`config.mk`:
```
export PLATFORM = sky130hd
export DESIGN_NAME = hazard_ctrl_flat
export DESIGN_NICKNAME = d
export VERILOG_FILES = /design/src/rtl/hazard_ctrl_if.sv /design/src/rtl/hazard_ctrl.sv /design/src/flat_wrapper.sv
export SDC_FILE = /design/constraint.sdc
export NUM_CORES = 1
export LEC_CHECK = 0
export CORE_AREA = 8 8 116 92
export CTS_BUF_LIST = sky130_fd_sc_hd__clkbuf_2 sky130_fd_sc_hd__clkbuf_4 sky130_fd_sc_hd__clkbuf_8
export CTS_CLUSTER_SIZE = 10
export DETAILED_ROUTE_END_ITERATION = 8
export DIE_AREA = 0 0 124 100
export GPL_ROUTABILITY_DRIVEN = 0
export PLACE_DENSITY = 0.78
export SETUP_SLACK_MARGIN = 0.3
export SLEW_MARGIN = 20
export SYNTH_ARGS = -nofsm -noshare
export SYNTH_HDL_FRONTEND = slang
export SYNTH_SLANG_ARGS = --single-unit
```
`constraint.sdc`:
```
create_clock -name clk -period 5.3 [get_ports clk]
set_input_delay 1.06 -clock clk [delete_from_list [all_inputs] [get_ports clk]]
set_output_delay 1.06 -clock clk [all_outputs]
set_load 0.02 [all_outputs]
```
`src/rtl/hazard_ctrl_if.sv`:
```
// Control bundle between the pipeline datapath and the hazard/redirect controller.
// The master drives the hazard inputs; the slave (hazard_ctrl) drives the pipe controls.
interface hazard_ctrl_if #(
    parameter int REG_W = 5,
    parameter int CNT_W = 16
);
    logic             idex_memread;
    logic [REG_W-1:0] idex_rt;
    logic [REG_W-1:0] ifid_rs;
    logic [REG_W-1:0] ifid_rt;
    logic             ifid_uses_rt;
    logic             branch_taken;
    logic [31:0]      branch_target;
    logic             dmem_busy;

    logic             pc_we;
    logic             pc_redirect;
    logic [31:0]      pc_target;
    logic             ifid_stall;
    logic             ifid_flush;
    logic             idex_bubble;
    logic             pipe_freeze;
    logic [CNT_W-1:0] stall_cycles;
    logic [CNT_W-1:0] redirect_count;

    modport master (
        output idex_memread, idex_rt, ifid_rs, ifid_rt, ifid_uses_rt,
               branch_taken, branch_target, dmem_busy,
        input  pc_we, pc_redirect, pc_target, ifid_stall, ifid_flush,
               idex_bubble, pipe_freeze, stall_cycles, redirect_count
    );

    modport slave (
        input  idex_memread, idex_rt, ifid_rs, ifid_rt, ifid_uses_rt,
               branch_taken, branch_target, dmem_busy,
        output pc_we, pc_redirect, pc_target, ifid_stall, ifid_flush,
               idex_bubble, pipe_freeze, stall_cycles, redirect_count
    );
endinterface

```
`src/rtl/hazard_ctrl.sv`:
```
// Hazard and redirect controller for the 5-stage MIPS pipe: load-use stalls,
// data-memory freezes, taken-branch redirects (including ones caught mid-freeze).
module hazard_ctrl #(
    parameter int REG_W = 5,
    parameter int CNT_W = 16
) (
    input logic          clk,
    input logic          rst,
    hazard_ctrl_if.slave bus
);
    localparam logic [1:0] S_RUN         = 2'd0;
    localparam logic [1:0] S_FREEZE      = 2'd1;
    localparam logic [1:0] S_FREEZE_PEND = 2'd2;
    localparam logic [1:0] S_REDIRECT    = 2'd3;

    logic [1:0]       r_state;
    logic [31:0]      r_pc_target;
    logic [CNT_W-1:0] r_stall_cycles;
    logic [CNT_W-1:0] r_redirect_count;

    logic [1:0]  w_next;
    logic        w_lu;
    logic        w_capture;
    logic        w_redir_inc;
    logic        w_pc_we;
    logic        w_pc_redirect;
    logic [31:0] w_pc_target;
    logic        w_ifid_stall;
    logic        w_ifid_flush;
    logic        w_idex_bubble;
    logic        w_pipe_freeze;

    function automatic logic [CNT_W-1:0] sat_inc(input logic [CNT_W-1:0] v);
        return (&v) ? v : v + 1'b1;
    endfunction

    assign w_lu = bus.idex_memread && (bus.idex_rt != '0) &&
                  ((bus.idex_rt == bus.ifid_rs) ||
                   (bus.ifid_uses_rt && (bus.idex_rt == bus.ifid_rt)));

    // Priority chain: reset, memory freeze, pending redirect, load-use, branch, run.
    always_comb begin
        w_next        = S_RUN;
        w_capture     = 1'b0;
        w_redir_inc   = 1'b0;
        w_pc_we       = 1'b0;
        w_pc_redirect = 1'b0;
        w_pc_target   = 32'h0;
        w_ifid_stall  = 1'b0;
        w_ifid_flush  = 1'b1;
        w_idex_bubble = 1'b0;
        w_pipe_freeze = 1'b0;
        if (rst) begin
            w_ifid_flush  = 1'b0;
            w_idex_bubble = 1'b1;
        end else if (bus.dmem_busy) begin
            w_ifid_stall  = 1'b1;
            w_pipe_freeze = 1'b1;
            // ID holds during a freeze, so a branch may resolve in FREEZE too.
            if (bus.branch_taken && (r_state == S_RUN || r_state == S_FREEZE)) begin
                w_capture = 1'b1;
                w_next    = S_FREEZE_PEND;
            end else if (r_state == S_FREEZE_PEND) begin
                w_next = S_FREEZE_PEND;
            end else begin
                w_next = S_FREEZE;
            end
        end else if (r_state == S_REDIRECT || r_state == S_FREEZE_PEND) begin
            w_pc_we       = 1'b1;
            w_pc_redirect = 1'b1;
            w_pc_target   = r_pc_target;
            w_ifid_flush  = 1'b0;
            w_idex_bubble = 1'b1;
            w_redir_inc   = 1'b1;
        end else if (w_lu) begin
            w_ifid_stall  = 1'b1;
            w_idex_bubble = 1'b1;
        end else if (bus.branch_taken) begin
            w_pc_we       = 1'b1;
            w_pc_redirect = 1'b1;
            w_pc_target   = bus.branch_target;
            w_ifid_flush  = 1'b0;
            w_capture     = 1'b1;
            w_redir_inc   = 1'b1;
        end else begin
            w_pc_we = 1'b1;
        end
    end

    always_ff @(posedge clk) begin
        if (rst) begin
            r_state          <= S_RUN;
            r_pc_target      <= 32'h0;
            r_stall_cycles   <= '0;
            r_redirect_count <= '0;
        end else begin
            r_state <= w_next;
            if (w_capture)   r_pc_target      <= bus.branch_target;
            if (!w_pc_we)    r_stall_cycles   <= sat_inc(r_stall_cycles);
            if (w_redir_inc) r_redirect_count <= sat_inc(r_redirect_count);
        end
    end

    assign bus.pc_we          = w_pc_we;
    assign bus.pc_redirect    = w_pc_redirect;
    assign bus.pc_target      = w_pc_target;
    assign bus.ifid_stall     = w_ifid_stall;
    assign bus.ifid_flush     = w_ifid_flush;
    assign bus.idex_bubble    = w_idex_bubble;
    assign bus.pipe_freeze    = w_pipe_freeze;
    assign bus.stall_cycles   = r_stall_cycles;
    assign bus.redirect_count = r_redirect_count;
endmodule

```
`src/flat_wrapper.sv`:
```
// flat-port wrapper written by rule: the top's interface ports become plain ports
module hazard_ctrl_flat 
#(
    parameter int REG_W = 5,
    parameter int CNT_W = 16
)
  (clk, rst, bus_idex_memread, bus_idex_rt, bus_ifid_rs, bus_ifid_rt, bus_ifid_uses_rt, bus_branch_taken, bus_branch_target, bus_dmem_busy, bus_pc_we, bus_pc_redirect, bus_pc_target, bus_ifid_stall, bus_ifid_flush, bus_idex_bubble, bus_pipe_freeze, bus_stall_cycles, bus_redirect_count);
  hazard_ctrl_if #(.REG_W(REG_W), .CNT_W(CNT_W)) bus_i ();
  input logic clk;
  input logic rst;
  input wire logic [$bits(bus_i.idex_memread)-1:0] bus_idex_memread;
  input wire logic [$bits(bus_i.idex_rt)-1:0] bus_idex_rt;
  input wire logic [$bits(bus_i.ifid_rs)-1:0] bus_ifid_rs;
  input wire logic [$bits(bus_i.ifid_rt)-1:0] bus_ifid_rt;
  input wire logic [$bits(bus_i.ifid_uses_rt)-1:0] bus_ifid_uses_rt;
  input wire logic [$bits(bus_i.branch_taken)-1:0] bus_branch_taken;
  input wire logic [$bits(bus_i.branch_target)-1:0] bus_branch_target;
  input wire logic [$bits(bus_i.dmem_busy)-1:0] bus_dmem_busy;
  output wire logic [$bits(bus_i.pc_we)-1:0] bus_pc_we;
  output wire logic [$bits(bus_i.pc_redirect)-1:0] bus_pc_redirect;
  output wire logic [$bits(bus_i.pc_target)-1:0] bus_pc_target;
  output wire logic [$bits(bus_i.ifid_stall)-1:0] bus_ifid_stall;
  output wire logic [$bits(bus_i.ifid_flush)-1:0] bus_ifid_flush;
  output wire logic [$bits(bus_i.idex_bubble)-1:0] bus_idex_bubble;
  output wire logic [$bits(bus_i.pipe_freeze)-1:0] bus_pipe_freeze;
  output wire logic [$bits(bus_i.stall_cycles)-1:0] bus_stall_cycles;
  output wire logic [$bits(bus_i.redirect_count)-1:0] bus_redirect_count;
  assign bus_i.idex_memread = bus_idex_memread;
  assign bus_i.idex_rt = bus_idex_rt;
  assign bus_i.ifid_rs = bus_ifid_rs;
  assign bus_i.ifid_rt = bus_ifid_rt;
  assign bus_i.ifid_uses_rt = bus_ifid_uses_rt;
  assign bus_i.branch_taken = bus_branch_taken;
  assign bus_i.branch_target = bus_branch_target;
  assign bus_i.dmem_busy = bus_dmem_busy;
  assign bus_pc_we = bus_i.pc_we;
  assign bus_pc_redirect = bus_i.pc_redirect;
  assign bus_pc_target = bus_i.pc_target;
  assign bus_ifid_stall = bus_i.ifid_stall;
  assign bus_ifid_flush = bus_i.ifid_flush;
  assign bus_idex_bubble = bus_i.idex_bubble;
  assign bus_pipe_freeze = bus_i.pipe_freeze;
  assign bus_stall_cycles = bus_i.stall_cycles;
  assign bus_redirect_count = bus_i.redirect_count;
  hazard_ctrl #(.REG_W(REG_W), .CNT_W(CNT_W)) u_core (.clk(clk), .rst(rst), .bus(bus_i));
endmodule
```
==> flow_summary.json <==
{
  "dr.pass1.iters": 5,
  "power.density_nw_per_um2": 229,
  "rsz0062_at_grt": "false",
  "syn-num-nets": 464,
  "placed_area_um2": 4710,
  "holdWs_ns": 0.497,
  "fin_tns_setup_ns": 0,
  "end_kind": "output pin",
  "numCtsBuffers": 9,
  "clk_pin_slew_ns": 0.06,
  "slew_viol_final": 0,
  "netlist_instances": 409,
  "start_kind": "input port",
  "fp.coreArea_um2": 8780,
  "clk-insertion-delay-late_ns": 0.33,
  "antenna_left": 0,
  "crit_top_cell": "clkdlybuf4s50_1",
  "initial_utilization_pct": 39.0,
  "n_fill_cell": 819,
  "ios": 123,
  "path_cells": "clkdlybuf4s50_1 > or4_4 > o21a_1 > a21oi_2 > buf_4 > a22oi_1 > nor2_1 > clkdlybuf4s50_1",
  "die_h_um": 100,
  "ys_ff_latch": 66,
  "peakVddDrop_mv": 0.115,
  "final_layout_size_suffix_gt1_share_pct": 7.24,
  "viasPerCell": 5.38,
  "ctsHoldBuffers": 0,
  "min_period_ns": 4.82,
  "cts_tree": "yes",
  "timing.final.crit_share_pct": 91.0,
  "post_drt_wl_per_cell_um": 15.9,
  "critPathKind": "in2out",
  "max_slew_margin_pct": 32.4,
  "h-tree-depth": 3,
  "ys_warn_count": 0,
  "grt_usage_pct": 15.9,
  "cap_violations": 0,
  "die-area_um2": 12400,
  "route.vias.total": 3430,
  "num_rows": 30,
  "async_flop_share_pct": 0,
  "antenna_cells": 0,
  "crit_arrival_ns": 3.76,
  "ys_types": 49,
  "stdcell_area_um2": 4880,
  "grt_overflow": 0,
  "hpwlAfterDp_mm": 7.40,
  "finalHoldViolCount": 0,
  "synth_ff_type": "dfxtp_1",
  "cts_resized": 0,
  "area_delta_synth_final_pct": 42.7,
  "grt_first_pass_wirelength_mm": 16.1,
  "die_w_um": 124,
  "syn_avg_cell_area_um2": 8.37,
  "p_total_mw": 1.12,
  "max_freq_mhz": 207,
  "cts.sinks": 66,
  "initialDrtViolationCount": 197,
  "worst_slew_pin_slew_ns": 1.01,
  "syn_area_um2": 3420,
  "yosysSeqAreaShare_pct": 38.6,
  "nets": 577,
  "grt_pass1_vias": 3246,
  "drt_wl_total_mm": 10.1,
  "outcome": "completed",
  "power_leakage_nw": 1.74,
  "clock-root-buffer": "clkbuf_8",
  "cts_setup_buffers": 0,
  "setup_viol": 0,
  "cp_slowest_stage_delay_ns": 0.63,
  "critPathMaxFanout": 32,
  "drc_errors": 0,
  "io_buffers": 122,
  "synth_edf_count": 0,
  "final_core_util_pct": 55.6,
  "clockBufferDepth": 2,
  "antenna_found_initial": 0,
  "cpMaxStageDelayCell": "clkdlybuf4s50_1",
  "skew_ns": 0.00968,
  "cp_data_required_time_ns": 4.24,
  "hp-class": "reg2reg",
  "grt_max_degree": 51
}
[power breakdown]
group | internal [mW] | switching, mW | total, mW
sequential | 0.516 | 0.0133 | 0.529
clock | 0.202 | 0.179 | 0.381
combinational | 0.102 | 0.105 | 0.207
total | 0.820 | 0.297 | 1.12
[registers in the layout (all words and copies together) (netlist names)]
signal,flops
u_core.r_pc_target,32
u_core.bus.stall_cycles,16
u_core.r_state,2
u_core.bus.redirect_count,16
[synthesized netlist by cell type (2+ instances only)]
library cell	count	area, um2
nand2b_1	3	18.8
mux2i_1	34	340
and3_1	5	31.3
and2_1	2	12.5
nand4_1	5	31.3
a21oi_1	24	120
a211oi_1	4	30.0
or2_2	3	18.8
nor2b_1	4	25.0
nand2_1	12	45.0
or4_1	6	45.0
nand3_1	18	90.1
o21ai_0	12	60.1
ha_1	2	25.0
or3_2	2	15.0
o31ai_1	8	60.1
a22oi_1	32	240
buf_1	2	7.51
buf_4	3	22.5
a31oi_1	2	12.5
nor2_1	83	312
and4_1	2	17.5
inv_1	7	26.3
nor3_1	2	10.0
clkbuf_1	15	56.3
dfxtp_1	66	1320
xnor2_1	16	140
mux2_2	4	45.0
buf_2	3	15.0
or3_1	9	56.3
[per-stage QoR]
step                      std cells  setup WS (ns)
final                           637          0.477
after global placement          623          0.522
after CTS                       637          0.477
after floorplan                 409           1.47
after detailed placement        623          0.487
after global routing            637          0.336
[worst max-delay path, delay by kind of cell]
kind	cells	cell delay, ns
buffers and inverters	3	1.44
AND/OR/NAND/NOR	2	0.70
AO/OA/AOI/OAI	3	0.54
[per-layer routing]
layer  up-vias  GRT usage, %  part of all wire, %
met4         0          4.93                  1.2
met5         -             0                    0
met3        12          4.77                  8.4
met2       115          25.5                   47
li1       1703             -                    -
met1      1600          19.9                   44
[layout make-up]
type | count | area, um2 | share of cell area (%)
Multi-Input combinational cell | 311 | 1960 | 40.2
Sequential cell | 66 | 1320 | 27.1
Timing Repair Buffer | 127 | 1250 | 25.7
Clock buffer | 12 | 165 | 3.38
Tap cell | 112 | 140 | 2.87
Inverter | 7 | 26.3 | 0.538
Clock inverter | 2 | 12.5 | 0.256
[final timing paths]
| check | startpoint | to | slack, ns | depth (start not counted) |
|---|---|---|---|---|
| min | u_core.r_pc_target[4] | u_core.r_pc_target[4] | 0.50 | 2 |
| max | bus_idex_rt[0] | bus_pc_target[29] | 0.48 | 8 |
| min reg2reg | u_core.r_pc_target[4] | u_core.r_pc_target[4] | 0.50 | 2 |
| max reg2reg | u_core.bus.stall_cycles[0] | u_core.bus.stall_cycles[14] | 2.76 | 7 |
[cell families after synthesis]
| family | after synthesis | synth area share (%) |
|---|---|---|
| simple gates | 161 | 22.5 |
| compound gates | 93 | 18.2 |
| flops | 66 | 38.6 |
| mux | 38 | 11.3 |
| buf+inv | 32 | 4.35 |
| xor+xnor | 17 | 4.35 |
| fa+ha+maj | 2 | 0.731 |
[layout by cell type (no fill, tap or decap), types with 8 or more instances in the layout]
cell | Yosys | layout
clkdlybuf4s50_1 | 0 | 121
nor2_1 | 83 | 83
dfxtp_1 | 66 | 66
mux2i_1 | 34 | 34
a22oi_1 | 32 | 32
a21oi_1 | 24 | 23
nand3_1 | 18 | 18
xnor2_1 | 16 | 16
nand2_1 | 12 | 12
o21ai_0 | 12 | 12
clkbuf_8 | 0 | 12
or3_1 | 9 | 9
o31ai_1 | 8 | 8
Power figures use the tool's default switching activity.
